## config.mk

```make
export PLATFORM = sky130hd
export DESIGN_NAME = neuron_mac_ctrl
export DESIGN_NICKNAME = d
export VERILOG_FILES = /design/src/rtl/neuron_mac_ctrl.sv
export SDC_FILE = /design/constraint.sdc
export NUM_CORES = 1
export LEC_CHECK = 0
export BUFFER_PORTS_ARGS = -buffer_cell sky130_fd_sc_hd__buf_2
export CAP_MARGIN = 25
export CORE_MARGIN = 10
export CORE_UTILIZATION = 53
export CTS_CLUSTER_SIZE = 40
export DETAILED_ROUTE_END_ITERATION = 16
export PLACE_DENSITY = 0.83
export SLEW_MARGIN = 20
export SYNTH_ARGS = -nofsm -noshare
export SYNTH_HDL_FRONTEND = slang
export SYNTH_SLANG_ARGS = --single-unit
```

## constraint.sdc

```tcl
create_clock -name clock -period 3.1 [get_ports clock]
set_input_delay 0.465 -clock clock [delete_from_list [all_inputs] [get_ports clock]]
set_output_delay 0.465 -clock clock [all_outputs]
set_load 0.01 [all_outputs]
```

## src/rtl/neuron_mac_ctrl.sv

```systemverilog
// Dot-product sequencer for one neuron. It fetches operand pairs, drives a
// multi-cycle external multiplier, and accumulates the products into a
// 16-bit saturating accumulator.
module neuron_mac_ctrl #(
  parameter int MULT_CYCLES = 16
) (
  input  logic        clock,
  input  logic        reset_n,
  input  logic        start,
  input  logic [3:0]  vec_len,
  input  logic        in_valid,
  input  logic [15:0] in_a,
  input  logic [15:0] in_b,
  output logic        in_ready,
  output logic [15:0] alu_op1,
  output logic [15:0] alu_op2,
  output logic [1:0]  alu_op_select,
  output logic        alu_enable,
  input  logic [15:0] alu_result,
  output logic [15:0] acc_out,
  output logic        busy,
  output logic        done,
  output logic        overflow
);

  localparam int CW = (MULT_CYCLES > 1) ? $clog2(MULT_CYCLES) : 1;
  localparam logic [CW-1:0] CNT_LAST = CW'(MULT_CYCLES - 1);
  localparam logic [1:0] OP_MUL = 2'b10;

  typedef enum logic [2:0] {IDLE, FETCH, MULT, ACC, DONE} state_t;

  state_t         state_q;
  logic [CW-1:0]  cnt_q;
  logic [4:0]     remaining_q;
  logic [15:0]    prod_q;
  logic [15:0]    acc_q;
  logic [15:0]    op1_q, op2_q;
  logic [1:0]     sel_q;
  logic           en_q, rdy_q, busy_q, done_q, ovf_q;

  // 17-bit sum with saturation: bits 16 and 15 disagree only on overflow
  logic [16:0] sum;
  logic [15:0] sat_sum;
  logic        sat_hit;
  assign sum = {acc_q[15], acc_q} + {prod_q[15], prod_q};

  // Clamp the sum to the signed 16-bit range and flag any clamp
  always_comb begin
    sat_sum = sum[15:0];
    sat_hit = 1'b0;
    if (sum[16] != sum[15]) begin
      sat_hit = 1'b1;
      sat_sum = sum[16] ? 16'h8000 : 16'h7FFF;
    end
  end

  // Control FSM; every output is a register updated on the state transition
  always_ff @(posedge clock or negedge reset_n) begin
    if (!reset_n) begin
      state_q     <= IDLE;
      cnt_q       <= '0;
      remaining_q <= '0;
      prod_q      <= '0;
      acc_q       <= '0;
      op1_q       <= '0;
      op2_q       <= '0;
      sel_q       <= 2'b00;
      en_q        <= 1'b0;
      rdy_q       <= 1'b0;
      busy_q      <= 1'b0;
      done_q      <= 1'b0;
      ovf_q       <= 1'b0;
    end else begin
      case (state_q)
        IDLE: begin
          if (start) begin
            acc_q       <= '0;
            ovf_q       <= 1'b0;
            remaining_q <= (vec_len == 4'd0) ? 5'd16 : {1'b0, vec_len};
            busy_q      <= 1'b1;
            rdy_q       <= 1'b1;
            state_q     <= FETCH;
          end
        end
        FETCH: begin
          if (in_valid) begin
            op1_q   <= in_a;
            op2_q   <= in_b;
            cnt_q   <= '0;
            rdy_q   <= 1'b0;
            en_q    <= 1'b1;
            sel_q   <= OP_MUL;
            state_q <= MULT;
          end
        end
        MULT: begin
          cnt_q <= cnt_q + CW'(1);
          if (cnt_q == CNT_LAST) begin
            prod_q  <= alu_result;
            en_q    <= 1'b0;
            sel_q   <= 2'b00;
            state_q <= ACC;
          end
        end
        ACC: begin
          acc_q       <= sat_sum;
          if (sat_hit) ovf_q <= 1'b1;
          remaining_q <= remaining_q - 5'd1;
          if (remaining_q == 5'd1) begin
            done_q  <= 1'b1;
            state_q <= DONE;
          end else begin
            rdy_q   <= 1'b1;
            state_q <= FETCH;
          end
        end
        DONE: begin
          done_q  <= 1'b0;
          busy_q  <= 1'b0;
          state_q <= IDLE;
        end
        default: state_q <= IDLE;
      endcase
    end
  end

  assign in_ready      = rdy_q;
  assign alu_op1       = op1_q;
  assign alu_op2       = op2_q;
  assign alu_op_select = sel_q;
  assign alu_enable    = en_q;
  assign acc_out       = acc_q;
  assign busy          = busy_q;
  assign done          = done_q;
  assign overflow      = ovf_q;

endmodule

```

== After elaboration in Yosys (flattened, before gate mapping) ==
Index checks and enable logic that the tools add are counted.

* Output and inout port bits: 55
* Word-level logic and storage cells: 77
* Register bits: 83
* Input bits: 56

* Reductions and logical operators: 17
* $add $sub $neg: 3
* Eq/ne operators: 13
* Muxes and demuxes: 31

{| class="wikitable"
|+ Operators by type and width
! kind !! number
|-
| 16-bit 2-to-1 mux || 3
|-
| 16-bit case mux with 2 select lines || 1
|-
| 16-bit by 16-bit adder with 17-bit output || 1
|-
| 3-bit 2-to-1 mux || 4
|-
| 2-bit != test, second input constant || 6
|-
| 3-bit case mux with 4 select lines || 1
|-
| 2-bit AND reduction || 6
|-
| 5-bit 2-to-1 mux || 2
|-
| 5-bit case mux with 2 select lines || 1
|-
| 1-bit 2-to-1 mux || 9
|-
| 3-bit AND reduction || 3
|-
| 1-bit case mux with 2 select lines || 4
|-
| 4-bit case mux with 2 select lines || 1
|-
| 2-bit nonzero test || 4
|-
| 3-bit by 2-bit equality test with 1-bit output, second input constant || 2
|-
| 5-bit by 1-bit equality test with 1-bit output, second input constant || 1
|-
| 5-bit by 1-bit subtractor with 5-bit output, second input constant || 1
|-
| 4-bit by 1-bit adder with 4-bit output, second input constant || 1
|-
| 4-bit equality test, second input constant || 1
|-
| 4-bit zero test || 1
|-
| 2-bit 2-to-1 mux || 2
|-
| 4-bit 2-to-1 mux || 1
|-
| 2-bit case mux with 2 select lines || 1
|-
| 4-bit AND reduction || 1
|-
| 6 further kinds || 6
|}

== Longest topological paths before layout ==
* Depth in word-level cells: 5
* Depth in mapped cells: 10

== Worst setup path before layout ==
OpenSTA, ideal clock, no wires.

* Kind: register to register
* Start point: register acc_q[0], in the netlist acc_out[0]
* End point: register acc_q[11], in the netlist acc_out[11]
* Path buffers: 1
* Setup time: 0.121 ns
* Stages on the path, launching flop included: 11
* Data arrival time: 2.375 ns
* Path slack: 0.604 ns
* Period minus slack after synthesis: 2.496 ns
* Path through: dfrtp_1 -> ha_1 -> fa_1 -> a211oi_1 -> o21ai_0 -> a21oi_1 -> o21ai_1 -> a41o_1 -> buf_6 -> o211ai_1 -> nand2_1

* Longest elaborated chain between the ends: 4
* Elaborated cells on any way between the ends: 5

{| class="wikitable"
|+ RTL lines
! what !! line !! text
|-
| start, declared || 36 || <nowiki>logic [15:0] acc_q;</nowiki>
|-
| start signal, assigned || 106 || <nowiki>acc_q <= sat_sum;</nowiki>
|-
| 16-bit by 16-bit adder with 17-bit output (*) || 45 || <nowiki>assign sum = {acc_q[15], acc_q} + {prod_q[15], prod_q};</nowiki>
|-
| 16-bit 2-to-1 mux / 1-bit != test (equally long branches) || 53, 51 ||
|-
| 16-bit 2-to-1 mux (*) || 51 || <nowiki>if (sum[16] != sum[15]) begin</nowiki>
|-
| 16-bit case mux with 2 select lines (*) || 74 || <nowiki>case (state_q)</nowiki>
|}

Mark *: on every way between the ends. The rest lies on a longest branch, timed or not.
A chain may end at the register's enable or synchronous reset.

== Worst setup path after layout ==
* Start point: register acc_q[0], in the netlist acc_out[0]
* End point: register acc_q[8], in the netlist acc_out[8]

Same word-level chain as after synthesis.

==> qor.yml <==
drt_iter0_drc: 100
path_max_fanout: 11
synth_warnings: 0
synth-simple-area-share: 0.102
hold_viol_final: 0
leakagePower_nw: 2.53
dp.cells: 559
io_buffer_count: 109
grt_max_degree: 82
netlist_top_cells_area: "dfrtp_1 49%, mux2_2 13%, ha_1 5.8%"
clock_latency_ns: 0.34
synth_edf_count: 0
start_util: 0.537
arrival_ns: 3.02
reg2reg_slack_ns: 0.30
switching_share: 0.370
fmax_mhz: 357
critPathCapture: "acc_out[8]"
synth_cell_types: 54
core_area_um2: 7650
synthXorXnorAreaFrac: 0.0277
ir_drop_mv: 0.515
period_share: 0.905
synth_area_leader_cell: "dfrtp_1"
synth-compound-area-share: 0.151
nFillCells: 599
synthCells: 356
critPathCaptureType: "flip-flop"
slew_viol_final: 0
h-tree-depth: 3
hp-class: "in2async"
syn_area_um2: 4110
slowest_stage: "fa_1"
die_h_um: 108
grt_pass1_vias: 3409
gp_congestion: 0.860
r2r_cells: 9
cap_violations: 0
rsz0062_at_grt: "no"
p_int_mw: 2.67
critPathMaxStageDelay_ns: 0.44
critical_path.cell_chain: "ha_1 -> fa_1 -> a211oi_1 -> o21ai_0 -> a21oi_1 -> o21ai_1 -> a41o_1 -> nand2_2 -> o311ai_2"
synth_top_family_by_area: "compound AO/OA/AOI/OAI gates"
boundaryPins: 111
synth_area_per_cell_um2: 11.5
nets: 545
numCtsBuffers: 9
grt_usage: 0.175
drtPass1Iterations: 4
finalNonFillerCells: 576
p_clk_frac: 0.202
drive_above_1_share: 0.411
n_antenna_cell: 0
grt-ovfl-total: 0
synth_top_cells_by_count: "81 x dfrtp_1, 48 x mux2_2, 29 x nor2_1"
path_class: "reg2reg"
synth_fa_ha_area_frac: 0.0627
place_hpwl_um: 7850
p_per_area_nw_per_um2: 848
syn2layout_area_growth_pct: 21.6
grt_pass1_wl_um: 16400
synth_nets: 432
muxShareOfSynthArea: 0.140
cts_root_buf: "clkbuf_8"
via_per_inst: 5.52
async_flop_share: 1.00
ys_seq_area_frac: 0.493
die_w_um: 108
yosysTopAreaCellShare: 0.493
area.sequential_um2: 2030
skew_ns: 0.00972
fin_tns_setup_ns: 0
p_seq_frac: 0.401
crit_path_start_kind: "flip-flop"
vias: 3178
switchingPower_mw: 1.57
cts.clk_slew.worst_paths_ns: 0.08
synthFlopType: "dfrtp_1"
clkSinkCount: 81
die_area_um2: 11700
cts_tree: "done"
post_cts_buffers: 0
routed_wl_um: 10200
drc_errors: 0
multi_input_area_um2: 2000
place_area_um2: 4740
wl_per_cell_um: 17.7
setup_viol: 0
startpoint: "acc_out[0]"
drtAntennaViolNets: 0
required_ns: 3.31
max-clock-path-buffers: 2
fin_area_um2: 4990
ys_ff_latch: 81
num_rows: 32
worstReg2RegEnd: "acc_out[8]"
worstReg2RegStart: "acc_out[0]"
fin_crit_ns: 2.80
outcome: "complete, no violations"
comb_power_share: 0.397
synth.most_common_cell: "dfrtp_1"
antenna_found_initial: 0
## through the flow
step / utilization / worst slack [ns] / hold WS [ns] / power, mW
after global routing: 0.653 / 0.103 / 0.0206 / 4.53
after detailed placement: 0.620 / 0.240 / 0.477 / 3.42
final: 0.653 / 0.295 / 0.0195 / 4.24
after floorplan: - / 0.604 / 0.169 / 2.74
after global placement: 0.620 / 0.337 / 0.474 / 3.33
after CTS: 0.649 / 0.217 / 0.323 / 4.28
## cells by family (layout without fill, tap and decap cells)
kind of cell,Yosys count,in the layout
mux,50,50
other cells,1,1
buf+inv,16,134
simple gates,88,88
flops,81,81
xor+xnor,13,13
compound gates,87,87
fa+ha+maj,20,20
## sequential cells by signal, summed over array words and instances (netlist names)
register,cells
acc_out,16
alu_op1,16
alu_op2,16
prod_q,16
remaining_q,5
cnt_q,4
state_q,3
alu_op_select,1
busy,1
done,1
in_ready,1
overflow,1
## critical path, delay by kind of cell, from the launching register on
family,cells,cell delay [ns]
and+or+nand+nor,1,0.22
adders and majority gates,2,0.69
AOI/OAI and AO/OA,6,1.35
DFF,1,0.41
## what timing repair did
item / in CTS / in global routing
resized for setup: 0 / 1
hold buffers: 0 / 0
setup endpoints to repair: 0 / 1
## cells in the final DEF, fill, tap and decap left out, types with 4 or more instances in the layout
| cell type | count |
|---|---|
| o211a_1 | 5 |
| buf_4 | 4 |
| o21ai_1 | 10 |
| a21o_1 | 6 |
| mux2_2 | 48 |
| and2_1 | 4 |
| nand3_1 | 9 |
| xor2_1 | 6 |
| nor2_1 | 29 |
| xnor2_1 | 7 |
| a21oi_1 | 18 |
| clkbuf_8 | 10 |
| o21ai_0 | 16 |
| dfrtp_1 | 81 |
| inv_1 | 5 |
| o211ai_1 | 7 |
| ha_1 | 19 |
| buf_2 | 108 |
| nand2_1 | 27 |
## power by group through the flow
stage,Combinational [mW],Clock [mW],Sequential [mW]
3_3_place_gp,1.64,0,1.69
5_1_grt,1.85,0.918,1.76
6_report,1.68,0.855,1.70
2_1_floorplan,0.930,0,1.81
3_5_place_dp,1.70,0,1.72
4_1_cts,1.70,0.875,1.71
## routing by layer
metal	vias to the layer above	track usage	routed length, µm
met4	0	0.0525	152
met1	1529	0.194	4180
met2	118	0.287	4720
li1	1518	-	-
met5	-	0	0
met3	13	0.0898	1130
## worst min-delay path by stage
stage | cells past startpoint | from | endpoint | slack [ns]
final | 1 | reset_n | acc_out[9] | 0.02
after global routing | 1 | reset_n | overflow | 0.02
after CTS | 1 | reset_n | prod_q[15] | 0.32
after detailed placement | 2 | in_ready | in_ready | 0.48
after global placement | 2 | in_ready | in_ready | 0.47
after floorplan | 0 | reset_n | acc_out[0] | 0.17
## area by class of cell
cell class                      count  share of cell area
Sequential cell                    81               0.406
Multi-Input combinational cell    259               0.401
Timing Repair Buffer              113               0.120
Clock buffer                       12              0.0291
Tap cell                          102              0.0256
Clock inverter                      4              0.0153
Inverter                            5             0.00376
Power figures use the tool's default switching activity.
